File: src/rtl/alu_pkg.sv
// Shared definitions for the ALU sharing arbiter.
//   - ALU control codes understood by the external ALU
//   - legal-op check used to flag bad requests
//   - arbiter FSM state encoding
package alu_pkg;

  localparam logic [3:0] ALU_AND = 4'b0000;
  localparam logic [3:0] ALU_OR  = 4'b0001;
  localparam logic [3:0] ALU_ADD = 4'b0010;
  localparam logic [3:0] ALU_SUB = 4'b0110;
  localparam logic [3:0] ALU_SLT = 4'b0111;
  localparam logic [3:0] ALU_NOR = 4'b1100;

  typedef enum logic [1:0] {
    IDLE = 2'd0,
    EXEC = 2'd1,
    RESP = 2'd2
  } state_t;

  function automatic logic is_legal_op(input logic [3:0] op);
    return op inside {ALU_AND, ALU_OR, ALU_ADD, ALU_SUB, ALU_SLT, ALU_NOR};
  endfunction

endpackage

File: src/rtl/alu_share_arbiter_rr_arb2.sv
// Two-input round-robin grant, purely combinational.
//   valid : request valid per input
//   prio  : index that wins when both inputs are valid
//   any   : at least one input valid
//   win   : index of the winning input (meaningful only when any=1)
module rr_arb2 (
  input  logic [1:0] valid,
  input  logic       prio,
  output logic       any,
  output logic       win
);

  assign any = |valid;
  // A lone requester always wins; prio only breaks ties.
  assign win = (&valid) ? prio : valid[1];

endmodule

File: src/rtl/alu_share_arbiter.sv
// Shares one external combinational ALU between two requesters.
// One transaction in flight: IDLE (accept) -> EXEC (ALU evaluates) ->
// RESP (hold response until the granted requester takes it).
//   clk, rst_n          : clock, async active-low reset
//   req_valid/req_ready : request handshake, bit i = requester i
//   req_op/req_a/req_b  : packed per-requester op code and operands
//   resp_valid/ready    : response handshake, bit i = requester i
//   resp_result/zero/err: shared response bus for the granted requester
//   alu_data1/2, ctrl   : registered drive to the ALU
//   alu_result, alu_zero: ALU outputs, captured at the end of EXEC
module alu_share_arbiter
  import alu_pkg::*;
#(
  parameter int WIDTH = 32,
  parameter int NREQ  = 2
) (
  input  logic                  clk,
  input  logic                  rst_n,
  input  logic [NREQ-1:0]       req_valid,
  output logic [NREQ-1:0]       req_ready,
  input  logic [4*NREQ-1:0]     req_op,
  input  logic [NREQ*WIDTH-1:0] req_a,
  input  logic [NREQ*WIDTH-1:0] req_b,
  output logic [NREQ-1:0]       resp_valid,
  input  logic [NREQ-1:0]       resp_ready,
  output logic [WIDTH-1:0]      resp_result,
  output logic                  resp_zero,
  output logic                  resp_err,
  output logic [WIDTH-1:0]      alu_data1,
  output logic [WIDTH-1:0]      alu_data2,
  output logic [3:0]            alu_ctrl,
  input  logic [WIDTH-1:0]      alu_result,
  input  logic                  alu_zero
);

  state_t state;
  logic   prio;
  logic   grant;
  logic   any;
  logic   win;

  rr_arb2 u_arb (
    .valid (req_valid[1:0]),
    .prio  (prio),
    .any   (any),
    .win   (win)
  );

  // Winner's request fields, selected for latching in the accept cycle.
  logic [3:0]       sel_op;
  logic [WIDTH-1:0] sel_a;
  logic [WIDTH-1:0] sel_b;

  assign sel_op = win ? req_op[7:4]            : req_op[3:0];
  assign sel_a  = win ? req_a[2*WIDTH-1:WIDTH] : req_a[WIDTH-1:0];
  assign sel_b  = win ? req_b[2*WIDTH-1:WIDTH] : req_b[WIDTH-1:0];

  // Accept strobe only in IDLE; forced low while reset is held so a
  // requester cannot see a phantom accept.
  always_comb begin
    req_ready = '0;
    if (rst_n && state == IDLE && any) req_ready[win] = 1'b1;
  end

  always_comb begin
    resp_valid = '0;
    if (state == RESP) resp_valid[grant] = 1'b1;
  end

  // The alu_* registers double as the latched request: they are loaded
  // at accept and stay put through EXEC, so the ALU sees stable inputs.
  always_ff @(posedge clk or negedge rst_n) begin
    if (!rst_n) begin
      state       <= IDLE;
      prio        <= 1'b0;
      grant       <= 1'b0;
      resp_result <= '0;
      resp_zero   <= 1'b0;
      resp_err    <= 1'b0;
      alu_data1   <= '0;
      alu_data2   <= '0;
      alu_ctrl    <= '0;
    end else begin
      case (state)
        IDLE: if (any) begin
          alu_ctrl  <= sel_op;
          alu_data1 <= sel_a;
          alu_data2 <= sel_b;
          grant     <= win;
          state     <= EXEC;
        end
        EXEC: begin
          // Illegal ops ignore whatever the ALU produced.
          if (is_legal_op(alu_ctrl)) begin
            resp_result <= alu_result;
            resp_zero   <= alu_zero;
            resp_err    <= 1'b0;
          end else begin
            resp_result <= '0;
            resp_zero   <= 1'b1;
            resp_err    <= 1'b1;
          end
          state <= RESP;
        end
        RESP: if (resp_ready[grant]) begin
          prio  <= ~grant;
          state <= IDLE;
        end
        default: state <= IDLE;
      endcase
    end
  end

endmodule

File: config.mk
export PLATFORM = sky130hd
export DESIGN_NAME = alu_share_arbiter
export DESIGN_NICKNAME = d
export VERILOG_FILES = /design/src/rtl/alu_pkg.sv /design/src/rtl/alu_share_arbiter_rr_arb2.sv /design/src/rtl/alu_share_arbiter.sv
export SDC_FILE = /design/constraint.sdc
export NUM_CORES = 1
export LEC_CHECK = 0
export BUFFER_PORTS_ARGS = -buffer_cell sky130_fd_sc_hd__buf_2
export CORE_ASPECT_RATIO = 1.2
export CORE_MARGIN = 4
export CORE_UTILIZATION = 44
export CTS_CLUSTER_SIZE = 8
export DETAILED_ROUTE_END_ITERATION = 6
export MAX_ROUTING_LAYER = met4
export PLACE_DENSITY = 0.93
export SETUP_SLACK_MARGIN = 0.15
export SYNTH_ARGS = -nofsm -noshare
export SYNTH_HDL_FRONTEND = slang
export SYNTH_HIERARCHICAL = 1
export SYNTH_SLANG_ARGS = --single-unit
File: constraint.sdc
create_clock -name clk -period 1.9 [get_ports clk]
set_clock_uncertainty 0.15 [all_clocks]
set_input_delay 0.19 -clock clk [delete_from_list [all_inputs] [get_ports clk]]
set_output_delay 0.19 -clock clk [all_outputs]
set_load 0.05 [all_outputs]
==> flow_summary.yaml <==
status:
  outcome: "finished, final reports clean"
place:
  dp.cells: 856
  io_buffers: 280
  hpwl_um: 10700
  gp_congestion: 0.853
sta:
  final_max_slew_viol_count: 0
  setup_violations: 0
  period_minus_slack_ns: 1.81
  finalCritPeriodShare: 0.954
  setup-tns-final_ns: 0
  hold_viol_final: 0
  timing.fmax_mhz: 552
  slew_headroom: 0.805
  rsz0062_at_grt: "yes"
  tightestPinTransition_ns: 0.292
worst_setup_path:
  cpPeakStageDelay_ns: 0.38
  start_kind: "register"
  worstPathRequired_ns: 1.56
  cp-end-kind: "primary output"
  crit_path_cell_trace: "inv_1 > a21boi_4 > and3_4 > buf_8"
  rr_worst_depth: 6
  path_max_fanout: 6
  timing.rr.start: "prio$_DFFE_PN0P_"
  critical_path_arrival_ns: 1.47
  reg2reg_slack_ns: 0.11
  critPathBufInv: 2
  critical-path-top-delay-family: "flip-flops"
  timing.rr.end: "alu_data1[23]$_DFFE_PN0P_"
  slowest_stage: "dfrtp_1"
  path_class: "reg2out"
synth:
  synth_area_leaders: "dfrtp_1 56%, mux2i_1 14%, a21oi_1 10%, nor2_1 5.6%, nand2_1 5.3%"
  ys.warnings.count: 6
  yosysMostFrequentCell: "dfrtp_1"
  syn_area_mm2: 0.00473
  ys_top_cells_by_count: "106 x dfrtp_1, 98 x a21oi_1, 71 x nor2_1, 68 x mux2i_1, 67 x nand2_1"
  async_flop_share: 1.00
  synth-seq-cells: 106
  synth-edff-count: 0
  yosysTopAreaCell: "dfrtp_1"
  synth_cell_type_count: 24
  synth_top_area_frac: 0.561
  ys.flop_type: "dfrtp_1"
  ys_seq_area_frac: 0.561
  syn_area_per_cell_um2: 10.1
  synthesis.nets: 645
  netlist_instances: 470
detailed_routing:
  met3WireLength_um: 1490
  dr.pass1.iters: 5
  wl_per_cell_um: 18.7
  met1_length_um: 6040
  wl_um: 17900
  antenna_left: 0
  routed.top_layer: "met4"
  drc: 0
  routed-via-count: 5132
  met2_length_um: 9640
  viasPerCell: 5.36
  drtIter0Drc: 242
floorplan:
  start_util: 0.450
  io_pins: 281
  fp.dieH_um: 122
  core_mm2: 0.0105
  die_area_mm2: 0.0125
  placementRows: 41
  dieWidth_um: 103
clock_network:
  cts.sinks: 106
  cts.path.max_buffers: 2
  clkTransAtPathRegs_ns: 0.08
  cts_root_buf: "clkbuf_16"
  cts.htree.levels: 3
  cts_tree: "done"
  cts_buffers: 9
  clk_latency_ns: 0.33
min_path:
  worst_hold_path.endpoint: "alu_data2[4]$_DFFE_PN0P_"
  hold_depth: 3
  holdCritStartpoint: "req_b[36]"
  hold_path_class: "in2reg"
layout:
  drive_gt1_frac: 0.404
  stdcell_count: 958
  fillCellCount: 682
  nets: 997
  synthToLayoutAreaGrowth_pct: 60.4
power:
  powerDensity_mw_per_mm2: 1880
  p_leak_nw: 3.83
  ir_drop_v: 0.00135
grt:
  grt_overflow_total: 0
  grt_first_pass_wirelength_um: 25700
  grt_pass1_vias: 5293
  grt_usage: 0.274
  grt_max_degree: 84
  antenna_found_initial: 1
job:
  maxCapViolations: 0
-- layout make-up --
class                           instances  area, um2  area share
Tap cell                              129        161      0.0213
Multi-Input combinational cell        326       1920       0.253
Clock inverter                          4       76.3      0.0101
Inverter                                4       15.0     0.00198
Antenna cell                            2       5.00    0.000660
Clock buffer                           12        236      0.0312
Timing Repair Buffer                  375       2510       0.331
Sequential cell                       106       2660       0.350
-- state kept, by name, summed over array words and instances, names as in the netlist --
register / count
resp_err: 1
alu_data1: 32
prio: 1
alu_ctrl: 4
resp_zero: 1
state: 2
alu_data2: 32
grant: 1
resp_result: 32
-- how the worst max path moves through the flow --
stage / from / endpoint / slack (ns) / depth (start not counted)
finish: prio$_DFFE_PN0P_ / req_ready[1] / 0.09 / 4
global route: prio$_DFFE_PN0P_ / alu_data1[23]$_DFFE_PN0P_ / -0.03 / 6
CTS: state[0]$_DFFE_PN0P_ / req_ready[0] / 0.13 / 4
detailed placement: prio$_DFFE_PN0P_ / alu_data2[25]$_DFFE_PN0P_ / 0.18 / 5
global placement: state[1]$_DFFE_PN0P_ / req_ready[1] / 0.29 / 3
floorplan: state[1]$_DFFE_PN0P_ / req_ready[0] / 0.15 / 5
-- power by group --
part	switching [mW]	total, mW	internal, mW	leakage, nW
Combinational	6.07	8.33	2.26	2.46
Sequential	0.650	3.96	3.31	1.23
Clock	0.823	1.98	1.16	0.147
Total	7.54	14.3	6.74	3.83
-- routing by layer --
metal  vias to the layer above  GRT usage
met4                         0      0.139
met2                       348      0.483
li1                       2297          -
met5                         -          -
met1                      2422      0.293
met3                        65     0.0447
-- cell usage in the layout, fill, tap and decap left out, types with 2 or more instances in the layout --
master,synthesis,routed
bufinv_16,0,2
clkbuf_1,8,3
dfrtp_2,0,5
a21oi_1,98,98
nand2_1,67,66
nand3b_1,2,2
clkbuf_16,0,12
buf_6,4,3
buf_4,0,11
or2b_1,2,2
inv_1,4,4
diode_2,0,2
buf_8,0,2
buf_2,22,276
buf_12,0,7
dlygate4sd3_1,0,71
o21ai_0,3,3
dfrtp_1,106,101
nor2_1,71,70
mux2i_1,68,67
a21oi_2,3,3
-- repair_timing --
action | in CTS | in global routing
resized for setup | 9 | 11
endpoints found under the setup margin | 3 | 48
buffers inserted | 5 | 4
pin swaps | 3 | 3
hold buffers | 71 | 0
hold endpoints to repair | 161 | 0
gates cloned | 1 | 3
-- worst reg2reg max path: stages, from the launching register on --
cell	delay, ns
dfrtp_1	0.38
inv_1	0.09
a21boi_4	0.27
buf_6	0.14
bufbuf_16	0.28
mux2i_1	0.26
a21oi_1	0.10
-- stage by stage --
stage                     worst slack [ns]  cell area, um2  hold slack [ns]  utilization  total power, mW
after global routing               -0.0269            7590           0.0126        0.721             14.9
after floorplan                      0.150            4740           -0.256            -             9.69
after global placement               0.290            6310            0.125        0.600             11.5
after CTS                            0.132            7430         0.000337        0.706             13.9
after detailed placement             0.178            6310            0.132        0.600             11.7
final                               0.0871            7590          0.00385        0.722             14.3
-- kinds of logic (layout without fill, tap and decap cells) --
logic type / count (synthesis) / after routing / synth area share
compound gates: 108 / 108 / 0.122
buf+inv: 38 / 395 / 0.0423
flops: 106 / 106 / 0.561
mux: 69 / 69 / 0.146
other cells: 0 / 2 / 0
simple gates: 149 / 149 / 0.128
Power figures use the tool's default switching activity.
